$ cat src/rtl/serial_adder.sv
// Digit-serial adder/subtractor: DIGIT bits are processed per cycle over WIDTH/DIGIT beats.
// Defining SERIAL_ADDER_OVF_EN adds io_ovf, the signed overflow of the completed operation.
module serial_adder #(
    parameter int WIDTH = 8,
    parameter int DIGIT = 2
) (
    input  logic             clock,
    input  logic             reset,
    input  logic             io_in_valid,
    output logic             io_in_ready,
    input  logic [WIDTH-1:0] io_a,
    input  logic [WIDTH-1:0] io_b,
    input  logic             io_cin,
    input  logic             io_sub,
    output logic             io_out_valid,
    input  logic             io_out_ready,
    output logic [WIDTH-1:0] io_sum,
    output logic             io_cout,
    output logic             io_busy
`ifdef SERIAL_ADDER_OVF_EN
    ,
    output logic             io_ovf
`endif
);
    localparam int BEATS = WIDTH / DIGIT;
    localparam int CNT_W = (BEATS > 1) ? $clog2(BEATS) : 1;
    localparam logic [CNT_W-1:0] LAST_BEAT = CNT_W'(BEATS - 1);

    typedef enum logic [1:0] {IDLE, BUSY, DONE} state_t;

    state_t           state_q, state_d;
    logic [WIDTH-1:0] aShift_q, aShift_d;
    logic [WIDTH-1:0] bShift_q, bShift_d;
    logic [WIDTH-1:0] acc_q, acc_d;
    logic [WIDTH-1:0] sum_q, sum_d;
    logic             carry_q, carry_d;
    logic             cout_q, cout_d;
    logic [CNT_W-1:0] cnt_q, cnt_d;
    logic [DIGIT:0]   beatSum;
    logic             accept;
    logic             lastBeat;
`ifdef SERIAL_ADDER_OVF_EN
    logic             ovf_q, ovf_d;
`endif

    assign accept   = (state_q == IDLE) && io_in_valid;
    assign lastBeat = (state_q == BUSY) && (cnt_q == LAST_BEAT);
    assign beatSum  = {1'b0, aShift_q[DIGIT-1:0]} + {1'b0, bShift_q[DIGIT-1:0]}
                    + {{DIGIT{1'b0}}, carry_q};

    always_ff @(posedge clock) begin
        if (!reset) begin
            state_q <= IDLE;
        end else begin
            state_q <= state_d;
        end
    end

    always_comb begin
        state_d = state_q;
        unique case (state_q)
            IDLE:    if (io_in_valid)  state_d = BUSY;
            BUSY:    if (lastBeat)     state_d = DONE;
            DONE:    if (io_out_ready) state_d = IDLE;
            default: state_d = IDLE;
        endcase
    end

    always_comb begin
        io_in_ready  = (state_q == IDLE);
        io_busy      = (state_q == BUSY);
        io_out_valid = (state_q == DONE);
    end

    // Subtraction is a + ~b + ~borrow, so b and the carry are inverted once at accept.
    always_comb begin
        aShift_d = aShift_q;
        bShift_d = bShift_q;
        acc_d    = acc_q;
        sum_d    = sum_q;
        carry_d  = carry_q;
        cout_d   = cout_q;
        cnt_d    = cnt_q;
`ifdef SERIAL_ADDER_OVF_EN
        ovf_d    = ovf_q;
`endif
        if (accept) begin
            aShift_d = io_a;
            bShift_d = io_b ^ {WIDTH{io_sub}};
            carry_d  = io_cin ^ io_sub;
            cnt_d    = '0;
        end else if (state_q == BUSY) begin
            aShift_d = aShift_q >> DIGIT;
            bShift_d = bShift_q >> DIGIT;
            acc_d    = acc_q >> DIGIT;
            acc_d[WIDTH-1 -: DIGIT] = beatSum[DIGIT-1:0];
            carry_d  = beatSum[DIGIT];
            cnt_d    = cnt_q + CNT_W'(1);
            // The visible result only changes when the final beat lands.
            if (lastBeat) begin
                sum_d  = acc_d;
                cout_d = beatSum[DIGIT];
`ifdef SERIAL_ADDER_OVF_EN
                ovf_d  = aShift_q[DIGIT-1] ^ bShift_q[DIGIT-1]
                       ^ beatSum[DIGIT-1] ^ beatSum[DIGIT];
`endif
            end
        end
    end

    always_ff @(posedge clock) begin
        if (!reset) begin
            aShift_q <= '0;
            bShift_q <= '0;
            acc_q    <= '0;
            sum_q    <= '0;
            carry_q  <= 1'b0;
            cout_q   <= 1'b0;
            cnt_q    <= '0;
`ifdef SERIAL_ADDER_OVF_EN
            ovf_q    <= 1'b0;
`endif
        end else begin
            aShift_q <= aShift_d;
            bShift_q <= bShift_d;
            acc_q    <= acc_d;
            sum_q    <= sum_d;
            carry_q  <= carry_d;
            cout_q   <= cout_d;
            cnt_q    <= cnt_d;
`ifdef SERIAL_ADDER_OVF_EN
            ovf_q    <= ovf_d;
`endif
        end
    end

    assign io_sum  = sum_q;
    assign io_cout = cout_q;
`ifdef SERIAL_ADDER_OVF_EN
    assign io_ovf  = ovf_q;
`endif

endmodule

$ cat config.mk
export PLATFORM = sky130hd
export DESIGN_NAME = serial_adder
export DESIGN_NICKNAME = d
export VERILOG_FILES = /design/src/rtl/serial_adder.sv
export SDC_FILE = /design/constraint.sdc
export NUM_CORES = 1
export LEC_CHECK = 0
export ABC_AREA = 1
export CAP_MARGIN = 0
export CORE_AREA = 5 5 88 98
export DETAILED_ROUTE_END_ITERATION = 7
export DIE_AREA = 0 0 93 103
export SLEW_MARGIN = 20
export SYNTH_ARGS = -nofsm -noshare
export SYNTH_HDL_FRONTEND = slang
export SYNTH_SLANG_ARGS = --single-unit
$ cat constraint.sdc
create_clock -name clock -period 1.6 [get_ports clock]
set_input_delay 0.32 -clock clock [delete_from_list [all_inputs] [get_ports clock]]
set_output_delay 0.32 -clock clock [all_outputs]
set_load 0.03 [all_outputs]
* After elaboration in Yosys (flattened, before gate mapping)
Index checks and enable logic that the tools add are counted.
Word-level totals: word-level logic and storage cells 39, input bits 22, flip-flop bits (word level) 38, output and inout bits 12
Operators by class: mux-type cells 10, bitwise gates (word level) 4, $add $sub $neg 3, eq/ne operators 6, reductions and logical operators 8
Operators with widths (count):
- 8-bit two-way mux | 4
- 8-bit bitwise XOR | 1
- 2-bit two-way mux | 3
- 2-bit one-hot mux with 3 select lines | 1
- 3-bit AND reduction | 2
- 2-bit == test (second input constant) | 2
- 2-bit by 1-bit inequality test with 1-bit output (second input constant) | 2
- 2-bit by 2-bit adder with 3-bit output | 1
- 3-bit by 1-bit adder with 3-bit output | 1
- 2-bit by 1-bit adder with 2-bit output (second input constant) | 1
- 2-bit by 1-bit == test with 1-bit output (second input constant) | 1
- 1-bit logical AND | 2
- 2-bit logical NOT | 1
- 1-bit two-way mux | 2
- 2-bit inequality test (second input constant) | 1
- 1-bit inverter | 2
- 2-bit AND reduction | 1
- 2-bit nonzero test | 1
- 2-bit OR reduction | 1
- 1-bit bitwise XOR | 1

* Logic depth before layout (Yosys ltp)
word-level depth 4, mapped depth 8

* Worst setup path before layout
Ideal clock, no wire load.
path type reg2reg, start register aShift_q[0], end register sum_q[7], in the netlist io_sum[7], arrival time 1.432 ns, stages on the path, launching flop included 7, library setup time 0.136 ns, data required time 1.464 ns, slack 0.032 ns, cells stage by stage dfxtp_1 inv_1 fa_1 fa_1 o21ai_1 inv_1 nor2_1
On the way: longest elaborated chain between the ends 2
RTL lines:
- start, declared | RTL line 32 | logic [WIDTH-1:0] aShift_q, aShift_d;
- start signal, assigned | RTL line 124 | aShift_q <= aShift_d;
- 2-bit by 2-bit adder with 3-bit output | RTL line 48 | assign beatSum = {1'b0, aShift_q[DIGIT-1:0]} + {1'b0, bShift_q[DIGIT-1:0]}
- 3-bit by 1-bit adder with 3-bit output | RTL line 49 | + {{DIGIT{1'b0}}, carry_q};
- end signal, assigned | RTL line 127 | sum_q <= sum_d;
- end, declared | RTL line 35 | logic [WIDTH-1:0] sum_q, sum_d;
No other way between the ends. A chain may end at the register's enable or synchronous reset.

* Worst setup path in the final report
start register state_q[0], end output port io_out_valid
On the way: longest elaborated chain between the ends 1
RTL lines:
- start, declared | RTL line 31 | state_t state_q, state_d;
- start signal, assigned | RTL line 55 | state_q <= state_d;
- 2-bit == test | RTL line 72 | io_out_valid = (state_q == DONE);
- end, declared | RTL line 15 | output logic io_out_valid,
No other way between the ends.

==> impl_metrics.csv <==
group,metric,value,unit
outcome,status,"finished clean",
route,wl,4010,um
route,vias,1568,
yosys,synth_seq_cells,36,
yosys,synth_area,1810,um2
placed_design,gp_congestion,0.720,
sta,hold_violations,0,
yosys,synth_area_leaders,"dfxtp_1 40%, nand2_1 16%, nand2_2 5.9%",
yosys,synth_edf_count,0,
sta,maxSlewViolCount,0,
setup_path,path_class,"reg -> out",
setup_path,worstSetupStartpointType,"flop",
global_route,grt_max_degree,27,
yosys,syn_nets,269,
yosys,synthCells,244,
power,clockPowerShare,0.366,
global_route,grt_pass1_vias,1434,
yosys,yosys_warnings,0,
final_layout,nets,311,
power,power.density,898,nW/um2
sta,rsz0062_at_grt,"false",
power,p_int,1590,uW
floorplanning,core_area,7660,um2
yosys,synthMostInstantiatedCell,"nand2_1",
power,seq_power_share,0.455,
setup_path,crit_path_end_kind,"primary output",
sta,final-setup-viol-count,0,
floorplanning,die_x,93,um
yosys,ys_types,29,
sta,period_share,0.959,
clock_network,clk_latency,0.29,ns
sta,timing.fmax,0.651,GHz
route,antenna_left,0,
final_layout,diodes,0,
placed_design,place_ws,-0.00262,ns
final_layout,area_growth,33.0,%
clock_network,clock-sinks,36,
floorplanning,ioPinCount,34,
route,drt_iter0_drc,55,
floorplanning,dieArea,9580,um2
power,comb_power_share,0.179,
power,ir_drop,0.000542,V
setup_path,cp_max_fo,7,
placed_design,place_area,2290,um2
run,maxCapViolations,0,
final_layout,final_layout_size_suffix_gt1_frac,0.226,
route,wl_per_cell,10.6,um
sta,setup_ws,0.0649,ns
clock_network,cts_buffers,5,
setup_path,arrival,1.22,ns
floorplanning,start_util,0.236,
sta,tightest_slew,0.384,ns
clock_network,cts_tree,"done",
clock_network,h-tree-depth,2,
sta,clock-skew-final,0.00758,ns
sta,period_needed,1.54,ns
final_layout,nFillCells,849,
yosys,seq_area_frac_synth,0.399,
power,p_total,2160,uW
global_route,grtUsageTotal,0.0901,
yosys,synth_top_area_share,0.399,
route,drc,0,
worst_hold_path,hp-class,"reg -> reg",
floorplanning,fp.dieH,103,um
clock_network,cts-root-buf,"clkbuf_8",
yosys,synth_area_per_cell,7.41,um2
setup_path,critPathRequiredTime,1.28,ns
yosys,synthArstFlopShare,0,
power,leakage,0.00104,uW
clock_network,clk_pin_slew,0.08,ns
global_route,antenna_found_initial,0,
route,firstDrtPassIters,4,
yosys,synthFlopType,"dfxtp_1",
yosys,synth_common_cells,"77 x nand2_1, 36 x dfxtp_1, 20 x inv_1",
clock_network,hold_buffers,0,
route,via_per_inst,4.16,
power,p_switching,566,uW
yosys,yosysTopAreaCell,"dfxtp_1",
placed_design,io_buffers,33,
global_route,grt-ovfl-total,0,
placed_design,dp_hpwl,2930,um
final_layout,final_cell_area,2400,um2
global_route,grt_pass1_wl,6800,um
sta,relSlewSlack,0.744,
power,swShare,0.262,
clock_network,cts_buffer_depth,2,
floorplanning,num_rows,34,
[cells by family after synthesis]
logic type                 after synthesis  share of synthesized area
and+or+nand+nor                        129                      0.325
xor gates and xnor gates                 3                     0.0145
AOI/OAI and AO/OA                       37                      0.128
DFF                                     36                      0.399
adders and majority gates                3                     0.0291
buffers and inverters                   36                      0.105
[cells in the final DEF, fill, tap and decap left out, drive strengths merged]
cell type,count
inv,22
a31oi,2
clkinvlp,1
clkbuf,5
o21a,1
xnor2,1
ha,1
a21oi,25
fa,2
dlygate4sd2,9
dfxtp,36
bufinv,1
clkinv,2
nor2,16
nand3b,4
clkdlybuf4s50,21
nand2,94
o21ai,9
xor2,2
nand3,15
buf,18
[through the flow]
step	cells	setup TNS, ns	util	hold WS (ns)
2_1_floorplan	244	0	-	0.441
3_3_place_gp	368	0	0.299	0.451
3_5_place_dp	368	-0.00262	0.299	0.453
4_1_cts	376	0	0.312	0.463
5_1_grt	377	0	0.314	0.479
6_report	377	0	0.314	0.457
[layout make-up]
cell class	count	area, um2	area share
clock buffers	5	68.8	0.0286
clock inverters	3	42.5	0.0177
inverters	23	91.3	0.0380
multi-input cells	172	902	0.375
flip-flops and latches	36	726	0.302
well taps	90	113	0.0468
repair buffers	48	462	0.192
[sequential cells by signal, indices dropped and copies added (netlist names)]
register and flops:
acc_q 6, carry_q 1, io_sum 8, io_cout 1, cnt_q 2, bShift_q 8, aShift_q 8, state_q 2
[routing by layer]
layer | wire length, um | vias up | global-route usage
met5 | 0 | - | 0
met4 | 53 | 0 | 0.0271
met3 | 243 | 6 | 0.0299
met2 | 1780 | 34 | 0.146
met1 | 1930 | 685 | 0.114
li1 | - | 843 | -
[power groups by stage]
stage / clock [uW] / combinational [uW] / sequential, uW
global route: 852 / 436 / 989
CTS: 814 / 385 / 982
detailed placement: 0 / 383 / 1000
floorplan: 0 / 254 / 992
global placement: 0 / 379 / 1000
finish: 790 / 388 / 983
[worst max-delay path, cell delays in order (launching register included)]
cell and delay (ns):
dfxtp_1 0.37, buf_4 0.19, nor2_1 0.18, buf_4 0.19
[timing repair]
action | in CTS | in global routing
pin swaps | 0 | 2
buffers inserted | 0 | 1
resized for setup | 11 | 6
setup endpoints to repair | 11 | 3
[worst paths after layout]
| check | startpoint | endpoint | slack [ns] | cells past startpoint |
|---|---|---|---|---|
| worst min register to register | io_sum[1] | io_sum[1] | 0.46 | 2 |
| worst max register to register | carry_q | io_sum[7] | 0.07 | 6 |
| worst min-delay path | io_sum[1] | io_sum[1] | 0.46 | 2 |
| worst max-delay path | state_q[0] | io_out_valid | 0.06 | 3 |
(Power assumes the default switching activity.)
